[src/rtl/ex_mem_stage_n.sv]
// EX->MEM pipeline register for a multi-lane issue machine. Resolves the oldest
// mispredicting lane, squashes younger lanes and emits a one-cycle redirect pulse.
module ex_mem_stage_n #(
  parameter int LANES     = 2,
  parameter int PAYLOAD_W = 128,
  parameter int CNT_W     = 32,
  parameter int LW        = (LANES > 1) ? $clog2(LANES) : 1
) (
  input  logic                       clk,
  input  logic                       rst,
  input  logic                       flush,
  input  logic                       pause,
  input  logic [LANES-1:0]           lane_valid_i,
  input  logic [LANES*PAYLOAD_W-1:0] lane_payload_i,
  input  logic [LANES-1:0]           lane_mispred_i,
  input  logic [LANES*32-1:0]        lane_target_i,
  input  logic [LANES-1:0]           lane_pause_i,
  output logic                       pause_ex_o,
  output logic                       branch_flush_o,
  output logic [31:0]                branch_target_o,
  output logic [LW-1:0]              branch_lane_o,
  output logic [LANES-1:0]           mem_valid_o,
  output logic [LANES*PAYLOAD_W-1:0] mem_payload_o,
  output logic [CNT_W-1:0]           redirect_cnt_o,
  output logic [CNT_W-1:0]           squash_cnt_o
);

  typedef enum logic {IDLE, PEND} state_t;

  state_t                     state_reg, state_next;
  logic [LANES-1:0]           hit;
  logic                       win_found;
  logic [LW-1:0]              win_idx;
  logic [31:0]                win_target;
  logic [LANES-1:0]           kill;
  logic [LANES-1:0]           keep;
  logic [LANES-1:0]           squashed;
  logic [3:0]                 squash_n;
  logic [LANES*PAYLOAD_W-1:0] payload_next;
  logic                       capture;
  logic                       fire;
  logic                       take;
  logic [31:0]                fire_target;
  logic [LW-1:0]              fire_lane;
  logic [31:0]                pend_target_reg;
  logic [LW-1:0]              pend_lane_reg;

  assign hit = lane_valid_i & lane_mispred_i;

  // Oldest hit wins; every lane after the first hit is younger and gets killed.
  always_comb begin
    win_found  = 1'b0;
    win_idx    = '0;
    win_target = '0;
    kill       = '0;
    for (int k = 0; k < LANES; k++) begin
      kill[k] = win_found;
      if (hit[k] && !win_found) begin
        win_idx    = LW'(k);
        win_target = lane_target_i[k*32 +: 32];
      end
      win_found = win_found | hit[k];
    end
  end

  assign keep       = lane_valid_i & ~kill;
  assign squashed   = lane_valid_i & kill;
  assign pause_ex_o = |(lane_pause_i & keep);
  assign capture    = !flush && !pause;

  always_comb begin
    squash_n = '0;
    for (int k = 0; k < LANES; k++) begin
      squash_n = squash_n + {3'b000, squashed[k]};
    end
  end

  generate
    for (genvar gi = 0; gi < LANES; gi++) begin : g_lane
      assign payload_next[gi*PAYLOAD_W +: PAYLOAD_W] =
        keep[gi] ? lane_payload_i[gi*PAYLOAD_W +: PAYLOAD_W] : '0;
    end
  endgenerate

  // Redirect FSM: a mispredict seen during a stall is parked in PEND until the stall clears.
  always_comb begin
    state_next  = state_reg;
    fire        = 1'b0;
    take        = 1'b0;
    fire_target = pend_target_reg;
    fire_lane   = pend_lane_reg;
    if (flush) begin
      state_next = IDLE;
    end else begin
      case (state_reg)
        IDLE: begin
          if (win_found) begin
            if (!pause) begin
              fire        = 1'b1;
              fire_target = win_target;
              fire_lane   = win_idx;
            end else begin
              take       = 1'b1;
              state_next = PEND;
            end
          end
        end
        PEND: begin
          if (!pause) begin
            fire       = 1'b1;
            state_next = IDLE;
          end
        end
        default: state_next = IDLE;
      endcase
    end
  end

  always_ff @(posedge clk or negedge rst) begin
    if (!rst) begin
      state_reg       <= IDLE;
      branch_flush_o  <= 1'b0;
      branch_target_o <= '0;
      branch_lane_o   <= '0;
      pend_target_reg <= '0;
      pend_lane_reg   <= '0;
      redirect_cnt_o  <= '0;
      squash_cnt_o    <= '0;
      mem_valid_o     <= '0;
      mem_payload_o   <= '0;
    end else begin
      state_reg      <= state_next;
      branch_flush_o <= fire;
      if (fire) begin
        branch_target_o <= fire_target;
        branch_lane_o   <= fire_lane;
        redirect_cnt_o  <= redirect_cnt_o + CNT_W'(1);
      end
      if (take) begin
        pend_target_reg <= win_target;
        pend_lane_reg   <= win_idx;
      end
      if (capture) begin
        squash_cnt_o <= squash_cnt_o + CNT_W'(squash_n);
      end
      if (flush) begin
        mem_valid_o   <= '0;
        mem_payload_o <= '0;
      end else if (!pause) begin
        mem_valid_o   <= keep;
        mem_payload_o <= payload_next;
      end
    end
  end

endmodule

[config.mk]
export PLATFORM = sky130hd
export DESIGN_NAME = ex_mem_stage_n
export DESIGN_NICKNAME = d
export VERILOG_FILES = /design/src/rtl/ex_mem_stage_n.sv
export SDC_FILE = /design/constraint.sdc
export NUM_CORES = 1
export LEC_CHECK = 0
export BUFFER_PORTS_ARGS = -buffer_cell sky130_fd_sc_hd__clkbuf_2
export CAP_MARGIN = 20
export CORE_AREA = 8 8 263 265
export DETAILED_ROUTE_END_ITERATION = 10
export DIE_AREA = 0 0 271 273
export SLEW_MARGIN = 20
export SYNTH_ARGS = -nofsm -noshare
export SYNTH_HDL_FRONTEND = slang
export SYNTH_SLANG_ARGS = --single-unit
[constraint.sdc]
create_clock -name clk -period 1.61 [get_ports clk]
set_clock_uncertainty 0.15 [all_clocks]
set_input_delay 0.2415 -clock clk [delete_from_list [all_inputs] [get_ports clk]]
set_output_delay 0.2415 -clock clk [all_outputs]
set_load 0.1 [all_outputs]
==> results of run 1 <==
==> cell type report <==
class	count	area [um^2]
fillers	4840	30700
repair buffers	1392	15500
flip-flops and latches	390	9940
multi-input cells	692	6150
clock buffers	66	1340
well taps	864	1080
clock inverters	18	241
inverters	5	23.8
diodes	6	15.0
==> metal layers <==
layer / up-vias / track usage / part of all wire / wire length (um)
met4: 2 / 0.0959 / 0.063 / 5460
met5: - / 0 / 0.00012 / 10
met1: 8726 / 0.212 / 0.34 / 29300
met2: 1179 / 0.341 / 0.51 / 44000
met3: 398 / 0.0590 / 0.087 / 7470
li1: 7179 / - / - / -
==> metrics by stage <==
step | area, um^2 | power (mW) | setup TNS, ps | cells | utilization
final | 34300 | 32.6 | -12250 | 3433 | 0.527
after detailed placement | 22600 | 18.5 | -36310 | 2788 | 0.348
after global placement | 22600 | 18.4 | -30480 | 2788 | 0.348
after CTS | 32200 | 31.7 | -14180 | 3334 | 0.494
after global routing | 34300 | 33.4 | -23900 | 3433 | 0.527
after floorplan | 15700 | 15.7 | -8400 | 1186 | -
==> what timing repair did <==
| item | 4_1_cts | 5_1_grt |
|---|---|---|
| hold buffers | 344 | 0 |
| gates cloned | 9 | 5 |
| endpoints found under the hold margin | 712 | 0 |
| endpoints found under the setup margin | 408 | 395 |
| gates resized for setup | 887 | 311 |
| buffers inserted | 110 | 91 |
| pin swaps | 69 | 82 |
==> placed cells by master, fill, tap and decap left out, types with 14 or more instances in the layout <==
master / instances
dlygate4sd3_1: 342
a22oi_1: 30
buf_8: 59
nand2_1: 50
clkbuf_16: 55
dfrtp_2: 36
buf_4: 251
nand4_1: 25
dfrtp_1: 317
clkbuf_2: 328
clkbuf_8: 14
o21ai_0: 28
dfrtp_4: 37
o21ai_1: 39
xnor2_1: 44
buf_12: 316
o21ai_2: 31
a221oi_2: 21
buf_6: 75
a22o_1: 256
nand2_4: 28
==> worst reg2reg max path, stage by stage (launching register included) <==
cell	delay, ps
dfrtp_1	410
buf_6	140
buf_6	120
inv_6	50
buf_6	280
o21ai_0	310
o21ai_1	480
==> power by group through the flow <==
stage	registers, mW	clock network [mW]	logic, mW
finish	11.3	11.1	10.2
global route	11.3	11.6	10.5
CTS	11.1	11.1	9.40
detailed placement	11.1	0	7.38
global placement	11.1	0	7.32
floorplan	14.8	0	0.940
==> worst paths after layout <==
check | startpoint | endpoint | slack (ps) | cells past startpoint
setup / recovery | state_reg | branch_target_o[16] | -470 | 6
hold / removal | rst | mem_valid_o[1] | 10 | 2
hold reg to reg | pend_target_reg[18] | pend_target_reg[18] | 340 | 2
setup reg to reg | state_reg | branch_target_o[16] | -470 | 6
max in group asynchronous | rst | mem_payload_o[94] | 560 | 4
min in group clk | lane_mispred_i[1] | state_reg | 30 | 4
==> cell families after synthesis <==
family	Yosys count	synth area share
AO/OA/AOI/OAI	427	0.218
XOR/XNOR	61	0.0350
flip-flops	390	0.640
buffers and inverters	105	0.0327
adder cells (fa/ha/maj)	4	0.00328
AND/OR/NAND/NOR	197	0.0698
multiplexers	2	0.00148
==> metrics, run 1 <==
period utilisation layout 1.29; arrival time worst endpoint 2330 ps; number of port buffers slightly below 700; cell area after synthesis 0.0153 mm^2; power share of the sequential group 0.347; overall die area 0.0740 mm^2; standard cell with the maximum stage delay on the critical path o21ai_1; P&R area growth vs syn 125%; maximum number of pins on one net before global-route repair between 60 and 70; Static Leak 16.1 nW; global-route wire length before repair around 110 mm; clock transition time at the flip-flop clock pins of the worst setup and hold paths 60 ps; dpl ws -372 ps; CP startpoint kind register; post-route worst hold slack ~10 ps; maximum ir drop on the vdd rail between 700 and 800 uV; initial DRC count 1,411; most numerous cell in the Yosys netlist dfrtp_1; Sw Ratio 0.352; global placer's final weighted congestion 0.848; core region area 0.0650 mm^2; post-synthesis cell type with the largest combined area dfrtp_1; Top delay family on crit path compound AO/OA/AOI/OAI gates; number of CTS-inserted buffers 46; number of nets in the synthesized netlist roughly 1,500; total global routing overflow 0; setup repair after global routing missed its margin true; initial core utilization 0.235; average vias per placed instance between 5 and 6; count of pins on the block boundary around 690; global routing usage summed across all routing layers 0.194; via total after detailed routing about 17,000; Mapped Avg Cell Area between 10 and 15 um^2; Clock Tree Root clkbuf_16; number of buffers on the longest clock path 3; critical path class register to register; Fmax achieved roughly 480 MHz; floorplan die height between 200 and 300 um; flop and latch count out of synthesis just under 400; endpoint type of the worst setup path register; number of H-tree branching levels 2; Hold Vio Cnt, Final 0; power density of the placed cells roughly 950 mW/mm^2; cell mode on critical path buf_6; number of flip-flops under the largest register name around 260; result of the run complete, but fails checks; post-layout min period a little over 2000 ps; Final Worst Setup Slack -467 ps; delay of the slowest cell on the worst path 480 ps; series of cell instances along the critical path buf_6 > buf_6 > inv_6 > buf_6 > o21ai_0 > o21ai_1; final setup violation count between 150 and 200; CTS tree built; Tightest Pin Transition 507 ps; overall die width 271 um; source-to-sink clock delay at the later pin of the worst-skew pair between 500 and 600 ps; top cells by count, synth dfrtp_1, a22o_1, nand2_1, o21ai_0, buf_2; Detailed Routing Iterations Pass 1 6; part of the power in combinational logic 0.313; number of antenna violations at the first check in global routing 7; number of global-route vias before repair approximately 18,000; DRC violations left 0; Internal Dissipation 21.1 mW; final count of pins violating max slew 0; post-synthesis async set-or-reset flop share 1.00; worst-case headroom to the max-slew limit 0.658; Unique masters post-synth 47; Total Routed Length approximately 86 mm; share of total power in the clock network 0.341; register name with the most flops mem_payload_o; number of max-cap violations 0; switching power 11.5 mW; average routed wire per standard cell around 25 um; required time of the critical path between 1500 and 2000 ps; Net count, final 2,861; site row count 94; main area contributors after synthesis dfrtp_1, a22o_1, xnor2_1, o21ai_0, buf_2; layout cell share with drive strength beyond 1 0.533; total number of clock tree sinks 390; top-area cell type share of the netlist area 0.640; classification of the worst-slack hold path input port to asynchronous set/reset pin; Synth warnings 0; HPWL after DPL 46.1 mm; count of nets left with antenna violations after detail routing 0; share of synthesized area occupied by flip-flops and latches 0.640; post-synthesis instance total 1,186; Max FO, Critical Path 33; number of buffers and inverters on the critical path 4; number of enable-type register cells in the synthesized netlist 0; violations in the final reports setup timing; top_reg_cell synth dfrtp_1
Power figures use the tool's default switching activity.
==> inputs of run 2 (changes only) <==
- CORE_AREA: 8 8 263 265 -> 8 8 264 266
- DIE_AREA: 0 0 271 273 -> 0 0 272 274
- PLACE_DENSITY: unset -> 0.44
- clock period: 1.61 -> 2.6 ns (I/O delays scaled with it)
==> run 2 against run 1 <==
The run now ends clean. Die area up 0.74%. Non-clock buffer count decreased by 340. Sequential share of layout area up 11 points. Critical endpoint is now squash_cnt_o[13]. Largest cell class is now registers. Largest power group unchanged.
==> metrics, run 2 (synthesis results as in run 1) <==
HPWL after DPL roughly 48 mm; arrival time worst endpoint 1570 ps; global routing usage summed across all routing layers 0.167; met2 WL post-DR 33.9 mm; power density of the placed cells 713 mW/mm^2; number of global-route vias before repair ~15,000; number of max-cap violations 0; Fillers ~6,400; DRC violations left 0; worst-case headroom to the max-slew limit 0.524; dpl ws 327 ps; floorplan die height around 270 um; setup repair after global routing missed its margin false; Detailed Routing Iterations Pass 1 5; initial DRC count 964; count of nets left with antenna violations after detail routing 0; initial core utilization 0.234; Hold Vio Cnt, Final 0; delay of the slowest cell on the worst path about 520 ps; maximum number of pins on one net before global-route repair around 100; final count of pins violating max slew 0; Static Leak between 10 and 15 nW; site row count 94; global-route wire length before repair 97.1 mm; Top delay family on crit path buffers and inverters; core region area ~0.065 mm^2; Final Worst Setup Slack roughly 490 ps; Clock Tree Root clkbuf_16; layout cell share with drive strength beyond 1 0.370; post-layout min period 2110 ps; via total after detailed routing approximately 14,000; number of CTS-inserted buffers 45; area occupied by multi-input gates approximately 0.0050 mm^2; Net count, final approximately 2,500; clock transition time at the flip-flop clock pins of the worst setup and hold paths approximately 60 ps; overall die width 272 um; average routed wire per standard cell about 21 um; met3 wire length ~4.0 mm; classification of the worst-slack hold path input port to register; count of pins on the block boundary 687; final setup TNS 0 ps; number of antenna violations at the first check in global routing 6; most frequent standard cell in the layout excluding fill and tap cells clkbuf_2; Total Routed Length ~66 mm; cell area after placement around 0.02 mm^2; number of H-tree branching levels 2; endpoint type of the worst setup path output port; period utilisation layout 0.811; P&R area growth vs syn 61.3%; number of buffers and inverters on the critical path 1; M1 WL between 20 and 30 mm; final instance area around 0.025 mm^2; result of the run completed; maximum ir drop on the vdd rail 448 uV; Max FO, Critical Path 6; register cell area after layout 0.00976 mm^2; source-to-sink clock delay at the later pin of the worst-skew pair 580 ps; fraction of the core area covered by cells at the end of the flow 0.377; CP startpoint kind register; average vias per placed instance 4.56; register name with the most flops mem_payload_o; series of cell instances along the critical path clkbuf_2; global placer's final weighted congestion 0.828; number of flip-flops under the largest register name about 260; total global routing overflow 0; required time of the critical path ~2100 ps; commonest cells after routing, fill and taps aside clkbuf_2, dfrtp_1, dlygate4sd3_1; final setup violation count 0; overall die area between 0.07 and 0.08 mm^2; number of port buffers slightly below 700; total number of clock tree sinks ~400; Tightest Pin Transition 712 ps; highest routed layer met5; critical path class register to output port; standard cell with the maximum stage delay on the critical path clkbuf_2; number of buffers on the longest clock path 3; Fmax achieved approximately 470 MHz; CTS tree built
[run 2: report_power, final]
group          switching [mW]  internal [mW]
combinational            3.32           1.02
clock                    2.64           3.79
sequential              0.330           6.47
[run 2: worst paths after layout]
| path | startpoint | slack [ps] | to | depth (start not counted) |
|---|---|---|---|---|
| setup / recovery | squash_cnt_o[13] | 490 | squash_cnt_o[13] | 1 |
| hold / removal | lane_target_i[17] | 40 | pend_target_reg[17] | 3 |
| setup reg to reg | state_reg | 520 | branch_target_o[10] | 6 |
| hold reg to reg | pend_target_reg[8] | 330 | pend_target_reg[8] | 2 |
| max in group asynchronous | rst | 1320 | mem_payload_o[23] | 3 |
| min in group asynchronous | rst | 260 | mem_payload_o[233] | 2 |
[run 2: worst min-delay path, cell delays in order]
cell	delay, ps
clkbuf_2	100
a22oi_1	70
o21ai_0	150
[run 2: per-layer routing]
layer  GRT usage  vias up
li1            -     6465
met1       0.195     6997
met2       0.293      494
met3      0.0447      125
met4      0.0628        2
met5           0        -
[run 2: per-stage QoR]
| step | cells | power (mW) | hold WS [ps] |
|---|---|---|---|
| 3_3_place_gp | 2678 | 10.8 | 292 |
| 6_report | 3088 | 17.6 | 36.1 |
| 2_1_floorplan | 1186 | 9.67 | -55.6 |
| 4_1_cts | 3084 | 17.8 | 1.82 |
| 3_5_place_dp | 2678 | 10.9 | 289 |
| 5_1_grt | 3086 | 18.3 | 12.3 |
[run 2: repair_timing]
action	in CTS	in global routing
hold buffers	324	0
setup endpoints to repair	0	0
gates resized for setup	0	0
setup buffers	0	0
hold endpoints to repair	349	0
[run 2: final cells by class]
type                    instances  area share
flip-flops and latches        390       0.397
repair buffers               1052       0.293
multi-input cells             691       0.204
clock buffers                  64      0.0527
well taps                     864      0.0439
clock inverters                18     0.00839
inverters                       5    0.000763
diodes                          4    0.000407
==> inputs of run 3 (changes only) <==
- ABC_AREA: unset -> 1
- CORE_AREA: 8 8 264 266 -> 8 8 261 263
- DIE_AREA: 0 0 272 274 -> 0 0 269 271
- PLACE_DENSITY: 0.44 -> 0.48
- clock period: 2.6 -> 1.8 ns (I/O delays scaled with it)
==> run 3 against run 2 <==
Core utilization up 5.3 points. Final cell count rose by 11%. Sequential share of layout area decreased by 3.8 points. Register-to-register slack got worse by 390 ps. Setup slack got worse by 440 ps. Critical path type unchanged.
==> metrics, run 3 <==
Hold Vio Cnt, Final 0; source-to-sink clock delay at the later pin of the worst-skew pair around 570 ps; area share of and/or/nand/nor cells after synthesis 0.130; global routing usage summed across all routing layers 0.181; number of port buffers about 700; register-to-register path setup slack ~130 ps; Fillers approximately 6,000; Fmax achieved between 500 and 600 MHz; number of flip-flops under the largest register name 256; result of the run completed; floorplan die height 271 um; CTS tree built; power share of the sequential group 0.370; average routed wire per standard cell roughly 20 um; global-route wire length before repair 105 mm; share of synthesized area occupied by flip-flops and latches 0.597; share of total power in the clock network 0.365; HPWL after DPL roughly 51 mm; adder and majority gate portion of the synthesized area 0.00306; endpoint type of the worst setup path output port; via total after detailed routing 16,200; final instance area ~0.027 mm^2; setup repair after global routing missed its margin false; Detailed Routing Iterations Pass 1 5; register name with the most flops mem_payload_o; CP startpoint kind register; commonest cells after routing, fill and taps aside dfrtp_1, clkbuf_2, dlygate4sd3_1; series of cell instances along the critical path clkbuf_4; core region area between 0.06 and 0.07 mm^2; dominant combinational cell family by area after synthesis compound AO/OA/AOI/OAI gates; initial core utilization 0.256; site row count between 90 and 100; post-route worst hold slack between 30 and 40 ps; final setup violation count 0; Placed Instances about 3,000; maximum number of pins on one net before global-route repair 94; Synth warnings 0; critical path class register to output port; number of H-tree branching levels 2; initial DRC count 814; count of pins on the block boundary between 600 and 700; number of enable-type register cells in the synthesized netlist 0; number of global-route vias before repair 17,700; layout cell share with drive strength beyond 1 0.376; global placer's final weighted congestion 0.851; overall die area 0.0729 mm^2; most numerous cell in the Yosys netlist dfrtp_1; part of the power in combinational logic 0.265; cell area after placement 0.0216 mm^2; post-layout min period approximately 1800 ps; number of buffers on the longest clock path 3; Sw Ratio 0.348; Tightest Pin Transition 489 ps; top_reg_cell synth dfrtp_1; final setup TNS 0 ps; switching power between 9 and 10 mW; average vias per placed instance 4.73; power density of the placed cells slightly below 1000 mW/mm^2; Synth Area in Compound Gates 0.192; Top delay family on crit path flip-flops; classification of the worst-slack hold path input port to register; fraction of the core area covered by cells at the end of the flow 0.430; DRC violations left 0; number of nets in the synthesized netlist 1,821; clock transition time at the flip-flop clock pins of the worst setup and hold paths around 60 ps; Internal Dissipation between 15 and 20 mW; Unique masters post-synth 32; arrival time worst endpoint between 1000 and 1500 ps; number of buffers and inverters on the critical path 1; P&R area growth vs syn 68.2%; required time of the critical path between 1000 and 1500 ps; share of the synthesized netlist area taken by xor and xnor gates 0.0214; flop and latch count out of synthesis approximately 400; standard cell with the maximum stage delay on the critical path dfrtp_2; number of antenna violations at the first check in global routing 5; delay of the slowest cell on the worst path a little over 400 ps; Static Leak ~13 nW; non-filler cells, final approximately 3,400; final count of pins violating max slew 0; count of nets left with antenna violations after detail routing 0; overall die width around 270 um; Net count, final 2,859; post-synthesis instance total 1,487; worst-case headroom to the max-slew limit 0.674; most frequent standard cell in the layout excluding fill and tap cells dfrtp_1; Final Worst Setup Slack roughly 50 ps; top-area cell type share of the netlist area 0.597; Total Routed Length slightly below 70 mm; Max FO, Critical Path 6; top cells by count, synth dfrtp_1, nand2_1, a32o_1, nor2_1, inv_1; number of CTS-inserted buffers between 40 and 50; main area contributors after synthesis dfrtp_1, a32o_1, nand2_1, buf_2, nor2_1; total number of clock tree sinks between 300 and 400; total global routing overflow 0; dpl ws -166 ps; number of max-cap violations 0; maximum ir drop on the vdd rail between 600 and 700 uV; Clock Tree Root clkbuf_16; cell area after synthesis 0.0163 mm^2; post-synthesis cell type with the largest combined area dfrtp_1; post-synthesis async set-or-reset flop share 1.00; Mapped Avg Cell Area between 10 and 15 um^2; final total power about 27 mW; period utilisation layout 0.972; share of synthesized area spent on multiplexers 0
[run 3: cell types whose count changed in the layout (fill, tap and decap cells not counted), moves of 80 or more]
cell	delta
nand2_1	+183
nor2_1	+80
clkbuf_4	+294
a22o_1	-254
clkbuf_2	-358
a32o_1	+255
[run 3: path summary, 6_finish.rpt]
path | end | depth (start not counted) | startpoint
setup / recovery | redirect_cnt_o[21] | 1 | redirect_cnt_o[21]
hold reg to reg | pend_lane_reg | 2 | pend_lane_reg
hold / removal | branch_target_o[26] | 5 | lane_target_i[26]
max in group asynchronous | mem_payload_o[173] | 3 | rst
setup reg to reg | redirect_cnt_o[24] | 10 | redirect_cnt_o[1]
min in group asynchronous | mem_payload_o[207] | 2 | rst
[run 3: repair_timing]
| action | in CTS | in global routing |
|---|---|---|
| endpoints found under the setup margin | 334 | 38 |
| resized for setup | 365 | 17 |
| hold buffers | 321 | 0 |
| cloned | 0 | 0 |
| buffers inserted | 0 | 4 |
| pin swaps | 0 | 5 |
| hold endpoints to repair | 710 | 0 |
[run 3: routing by layer]
layer | vias up | wire length (um) | global-route usage
li1 | 7453 | - | -
met1 | 7951 | 25500 | 0.202
met2 | 619 | 35300 | 0.322
met3 | 141 | 4640 | 0.0441
met4 | 0 | 2790 | 0.0765
met5 | - | 0 | 0
[run 3: area by class of cell]
class                      instances  area (um^2)  area share
clock inverter                    16          226     0.00824
sequential                       390         9840       0.358
antenna                            4         10.0    0.000364
timing repair buffer            1107         8910       0.324
multi-input combinational        894         5760       0.210
tap                              855         1070      0.0389
inverter                          85          322      0.0117
clock buffer                      67         1350      0.0492
[run 3: power groups by stage]
stage | clock, mW | sequential [mW] | combinational, mW
floorplan | 0 | 13.2 | 1.12
global placement | 0 | 9.97 | 6.13
global route | 10.4 | 9.93 | 7.39
finish | 9.72 | 9.85 | 7.04
detailed placement | 0 | 9.99 | 6.17
CTS | 10.1 | 9.85 | 7.07
[run 3: kinds of logic (layout without fill, tap and decap cells)]
family                     after synthesis  in the layout
other                                    0              4
DFF                                    390            390
AOI/OAI and AO/OA                      363            363
adders and majority gates                4              4
and+or+nand+nor                        487            487
xor gates and xnor gates                40             40
buffers and inverters                  203           1275
